==> src/rtl/fifo_stream_reader_if.sv <==
// FIFO read port plus the valid/ready output stream of fifo_stream_reader.
// The master side is the reader; the slave side is the FIFO and the downstream sink.
interface fifo_stream_reader_if #(
  parameter int unsigned Width    = 8,
  parameter int unsigned CntWidth = 3
);
  logic                fifo_empty;
  logic [Width-1:0]    fifo_rdata;
  logic                fifo_rd_en;
  logic                m_valid;
  logic                m_ready;
  logic [Width-1:0]    m_data;
  logic                m_last;
  logic [CntWidth-1:0] beat_cnt;

  modport master (
    input  fifo_empty, fifo_rdata, m_ready,
    output fifo_rd_en, m_valid, m_data, m_last, beat_cnt
  );

  modport slave (
    output fifo_empty, fifo_rdata, m_ready,
    input  fifo_rd_en, m_valid, m_data, m_last, beat_cnt
  );
endinterface

==> src/rtl/fifo_stream_reader.sv <==
// Drains a synchronous FIFO into a valid/ready stream with burst framing. A 3-entry skid
// buffer absorbs the FIFO's 1-cycle read latency so the stream sustains one word per clock.
module fifo_stream_reader #(
  parameter int unsigned Width    = 8,
  parameter int unsigned BurstLen = 4,
  parameter int unsigned CntWidth = $clog2(BurstLen) + 1
) (
  input  logic                 clk_i,
  input  logic                 res_n_i,
  input  logic                 en_i,
  output logic                 busy_o,
  fifo_stream_reader_if.master bus_io
);

  localparam logic [CntWidth-1:0] LastBeat = CntWidth'(BurstLen - 1);

  logic [1:0]          occ_q, occ_d;
  logic [1:0]          head_q, head_d;
  logic [1:0]          tail_q, tail_d;
  logic [CntWidth-1:0] beat_cnt_q, beat_cnt_d;
  logic                inflight_q;
  logic                run_q;
  logic [Width-1:0]    buf_q [3];

  logic rd_en;
  logic push;
  logic pop;
  logic valid;
  logic last;

  function automatic logic [1:0] ptr_inc(input logic [1:0] p);
    return (p == 2'd2) ? 2'd0 : p + 2'd1;
  endfunction

  // run_q keeps the pop request low throughout reset and clears with it asynchronously.
  assign rd_en = run_q & en_i & ~bus_io.fifo_empty &
                 (({1'b0, occ_q} + {2'b00, inflight_q}) < 3'd3);
  assign push  = inflight_q;
  assign valid = (occ_q != 2'd0);
  assign pop   = valid & bus_io.m_ready;
  assign last  = valid & (beat_cnt_q == LastBeat);

  always_comb begin
    occ_d      = occ_q;
    head_d     = head_q;
    tail_d     = tail_q;
    beat_cnt_d = beat_cnt_q;
    if (push) begin
      tail_d = ptr_inc(tail_q);
    end
    if (pop) begin
      head_d     = ptr_inc(head_q);
      beat_cnt_d = last ? '0 : beat_cnt_q + CntWidth'(1);
    end
    case ({push, pop})
      2'b10:   occ_d = occ_q + 2'd1;
      2'b01:   occ_d = occ_q - 2'd1;
      default: occ_d = occ_q;
    endcase
  end

  always_ff @(posedge clk_i or negedge res_n_i) begin
    if (!res_n_i) begin
      occ_q      <= 2'd0;
      head_q     <= 2'd0;
      tail_q     <= 2'd0;
      beat_cnt_q <= '0;
      inflight_q <= 1'b0;
      run_q      <= 1'b0;
    end else begin
      occ_q      <= occ_d;
      head_q     <= head_d;
      tail_q     <= tail_d;
      beat_cnt_q <= beat_cnt_d;
      inflight_q <= rd_en;
      run_q      <= 1'b1;
    end
  end

  // Storage needs no reset: an entry is only read after it has been captured.
  always_ff @(posedge clk_i) begin
    if (push) begin
      buf_q[tail_q] <= bus_io.fifo_rdata;
    end
  end

  assign bus_io.fifo_rd_en = rd_en;
  assign bus_io.m_valid    = valid;
  assign bus_io.m_data     = valid ? buf_q[head_q] : '0;
  assign bus_io.m_last     = last;
  assign bus_io.beat_cnt   = beat_cnt_q;
  assign busy_o            = inflight_q | valid;

endmodule

==> src/flat_wrapper.sv <==
// flat-port wrapper written by rule: the top's interface ports become plain ports
module fifo_stream_reader_flat 
#(
  parameter int unsigned Width    = 8,
  parameter int unsigned BurstLen = 4,
  parameter int unsigned CntWidth = $clog2(BurstLen) + 1
)
  (clk_i, res_n_i, en_i, busy_o, bus_io_fifo_empty, bus_io_fifo_rdata, bus_io_m_ready, bus_io_fifo_rd_en, bus_io_m_valid, bus_io_m_data, bus_io_m_last, bus_io_beat_cnt);
  fifo_stream_reader_if #(.Width(Width), .CntWidth(CntWidth)) bus_io_i ();
  input  logic clk_i;
  input  logic res_n_i;
  input  logic en_i;
  output logic busy_o;
  input wire logic [$bits(bus_io_i.fifo_empty)-1:0] bus_io_fifo_empty;
  input wire logic [$bits(bus_io_i.fifo_rdata)-1:0] bus_io_fifo_rdata;
  input wire logic [$bits(bus_io_i.m_ready)-1:0] bus_io_m_ready;
  output wire logic [$bits(bus_io_i.fifo_rd_en)-1:0] bus_io_fifo_rd_en;
  output wire logic [$bits(bus_io_i.m_valid)-1:0] bus_io_m_valid;
  output wire logic [$bits(bus_io_i.m_data)-1:0] bus_io_m_data;
  output wire logic [$bits(bus_io_i.m_last)-1:0] bus_io_m_last;
  output wire logic [$bits(bus_io_i.beat_cnt)-1:0] bus_io_beat_cnt;
  assign bus_io_i.fifo_empty = bus_io_fifo_empty;
  assign bus_io_i.fifo_rdata = bus_io_fifo_rdata;
  assign bus_io_i.m_ready = bus_io_m_ready;
  assign bus_io_fifo_rd_en = bus_io_i.fifo_rd_en;
  assign bus_io_m_valid = bus_io_i.m_valid;
  assign bus_io_m_data = bus_io_i.m_data;
  assign bus_io_m_last = bus_io_i.m_last;
  assign bus_io_beat_cnt = bus_io_i.beat_cnt;
  fifo_stream_reader #(.Width(Width), .BurstLen(BurstLen), .CntWidth(CntWidth)) u_core (.clk_i(clk_i), .res_n_i(res_n_i), .en_i(en_i), .busy_o(busy_o), .bus_io(bus_io_i));
endmodule
==> config.mk <==
export PLATFORM = sky130hd
export DESIGN_NAME = fifo_stream_reader_flat
export DESIGN_NICKNAME = d
export VERILOG_FILES = /design/src/rtl/fifo_stream_reader_if.sv /design/src/rtl/fifo_stream_reader.sv /design/src/flat_wrapper.sv
export SDC_FILE = /design/constraint.sdc
export NUM_CORES = 1
export LEC_CHECK = 0
export CORE_MARGIN = 1.5
export CORE_UTILIZATION = 30
export CTS_CLUSTER_DIAMETER = 80
export DETAILED_ROUTE_END_ITERATION = 7
export GPL_TIMING_DRIVEN = 1
export HOLD_SLACK_MARGIN = 0.12
export MAX_ROUTING_LAYER = met4
export PLACE_DENSITY = 0.62
export SYNTH_ARGS = -nofsm -noshare
export SYNTH_HDL_FRONTEND = slang
export SYNTH_SLANG_ARGS = --single-unit
==> constraint.sdc <==
create_clock -name clk_i -period 4.8 [get_ports clk_i]
set_clock_uncertainty 0.05 [all_clocks]
set_input_delay 0.96 -clock clk_i [delete_from_list [all_inputs] [get_ports clk_i]]
set_output_delay 0.96 -clock clk_i [all_outputs]
set_load 0.05 [all_outputs]
==> results.toml <==
[die]
die_width_um = 72.6
start_util_pct = 31.0
num_rows = 25
die_y_um = 72.6
die_area_sq_um = 5280
core-area_sq_um = 4690
num_io_pins = 28

[clock_network]
htree_levels = 2
path_clk_slew_ns = 0.07
cts-hold-fix-buffers = 0
cts_made_buffers = 5
postCtsResizedCells = 0
cts_buffer_depth = 2
postCtsSetupRepairBufs = 0
clk_latency_ns = 0.29
cts_tree = "built"
cts_sinks = 35
cts-root-buf = "clkbuf_8"

[critical_path]
crit_fanout = 2
critPathKind = "input port to primary output"
end_kind = "primary output"
critPathArrivalTime_ns = 2.81
required_ns = 3.79
r2r_cells = 3
start_kind = "input port"

[run]
cap_violations = 0

[min_path]
hold_depth = 2
hold_class = "flop to flop"

[synthesis]
yosys_warnings = 0
synth_top_family_by_area = "multiplexers"
avgSynthCellArea_sq_um = 15.2
synthMuxAreaShare_pct = 12.5
ys.flop_type = "edfxtp_1"
ys_ff_latch = 35
synth_edf_count = 24
synth_xor_area_share_pct = 1.81
synth_cell_type_count = 22
synthTopCellsByArea = "edfxtp_1 50%, dfrtp_1 19%, mux2_2 7.0%, mux2i_1 5.5%, ha_1 3.4%"
syn-instance-count = 96
yosysTopAreaCell = "edfxtp_1"
synth_compound_area_share_pct = 4.64
synth_area_sq_um = 1460
synth_top_cells_by_count = "24 x edfxtp_1, 11 x dfrtp_1, 11 x nor2_1, 9 x mux2_2, 8 x mux2i_1"
synth_fa_ha_area_share_pct = 3.44
postSynth.asyncResetShare_pct = 31.4
synth.top_cell.area_share_pct = 49.5
ys_seq_area_share_pct = 68.4
synth_most_common_cell = "edfxtp_1"
synth-simple-area-share_pct = 6.71
syn_nets = 113

[timing]
tns_ns = 0
rsz0062_at_grt = "false"
worst_slack_ns = 0.982
report.final.slew_viol_count = 0
worst_pin_slew_ns = 0.896
fin_hold_ws_ns = 0.469
fmax_ghz = 0.262
slew_headroom_pct = 40.0
fin_crit_ns = 3.82
fin_crit_sh_pct = 79.5
setup_violations = 0
hold_violations = 0

[pwr]
worst_ir_drop_vdd_mv = 0.211
power_leakage_nw = 0.713
power_density_nw_per_um2 = 636

[layout]
fillers = 454
area_growth_pct = 28.9
layoutNonFillerInstCount = 184
nets = 146
regArea_sq_um = 996
n_antenna_cell = 0
drive_gt1_share_pct = 15.4
multiInputGateArea_sq_um = 427

[placement]
place_hpwl_mm = 1.75
place_inst = 176
port_buffers = 27
dp_slack_ns = 0.948
gp_congestion = 0.718

[grt]
grt_pass1_vias = 880
antenna_found_initial = 0
grt.total_usage_pct = 11.3
grt_overflow = 0
grt_max_degree = 13
grt_pass1_wl_mm = 4.15

[detailed_routing]
ant_nets = 0
drcViolationCount = 0
drt_iter0_drc = 45
drtPass1Iterations = 2
via_count = 824
viasPerCell = 4.48
wire_per_inst_um = 14.1
wl_mm = 2.60

[run_status]
outcome = "finished clean"
worst paths after layout:
kind                            startpoint                         to  slack [ns]
min reg2reg                   u_core.run_q          u_core.inflight_q        0.47
min                           u_core.run_q          u_core.inflight_q        0.47
min in group asynchronous          res_n_i  u_core.bus_io.beat_cnt[0]        0.96
max in group asynchronous          res_n_i               u_core.run_q        3.39
max                                   en_i          bus_io_fifo_rd_en        0.98
max reg2reg                u_core.occ_q[0]          u_core.inflight_q        3.13
cell usage in the layout, fill, tap and decap left out:
cell and count:
a2111oi_0 1, a21boi_0 1, a21o_1 4, buf_4 2, clkbuf_8 5, clkdlybuf4s50_1 27
clkinv_2 1, clkinvlp_4 2, conb_1 1, dfrtp_1 11, edfxtp_1 24, ha_1 4
inv_1 3, mux2_2 9, mux2i_1 8, nand2_1 4, nand2b_1 1, nor2_1 11
nor2b_1 2, nor3_1 3, nor3b_1 1, o21ai_0 1, o21ai_4 1, xnor2_1 2
xor2_1 1
registers in the layout, indices dropped and copies added (netlist names):
name                    cells
u_core.occ_q                2
u_core.inflight_q           1
u_core.buf_q               24
u_core.run_q                1
u_core.head_q               2
u_core.bus_io.beat_cnt      3
u_core.tail_q               2
layout make-up:
type | count | share of cell area (%)
Timing Repair Buffer | 29 | 15.2
Sequential cell | 35 | 53.1
Multi-Input combinational cell | 55 | 22.7
Clock inverter | 3 | 1.07
Inverter | 3 | 0.600
Tap cell | 54 | 3.60
Clock buffer | 5 | 3.67
power by group:
group	switching (W)	internal (W)	total [W]	leakage (nW)
logic	0.000333	0.000214	0.000546	0.319
clock network	0.000106	0.000101	0.000206	0.0402
registers	0.0000699	0.000370	0.000440	0.354
worst max-delay path, stage by stage:
cell and delay, ns:
clkdlybuf4s50_1 0.45, nand2_1 0.04, a2111oi_0 0.45, clkdlybuf4s50_1 0.91
logic make-up (layout without fill, tap and decap cells):
family	after synthesis	after routing
adder cells (fa/ha/maj)	4	4
multiplexers	17	17
other	1	1
AND/OR/NAND/NOR	22	22
flip-flops	35	35
XOR/XNOR	3	3
buffers and inverters	6	40
AO/OA/AOI/OAI	8	8
per-stage QoR:
step / total power [W] / instance area (sq um) / utilization [%]
after CTS: 0.00121 / 1880 / 40.0
final: 0.00119 / 1880 / 40.0
after detailed placement: 0.000998 / 1790 / 38.1
after global routing: 0.00126 / 1880 / 40.0
after global placement: 0.000981 / 1790 / 38.1
after floorplan: 0.000826 / 1460 / -
per-layer routing:
layer	share of wire, %	track usage [%]	routed length [um]
met2	51	18.7	1340
met5	0	-	0
met4	2.3	6.29	60
met1	42	12.1	1080
met3	4.7	3.59	122
No activity file was read; power rests on OpenSTA's default activity.
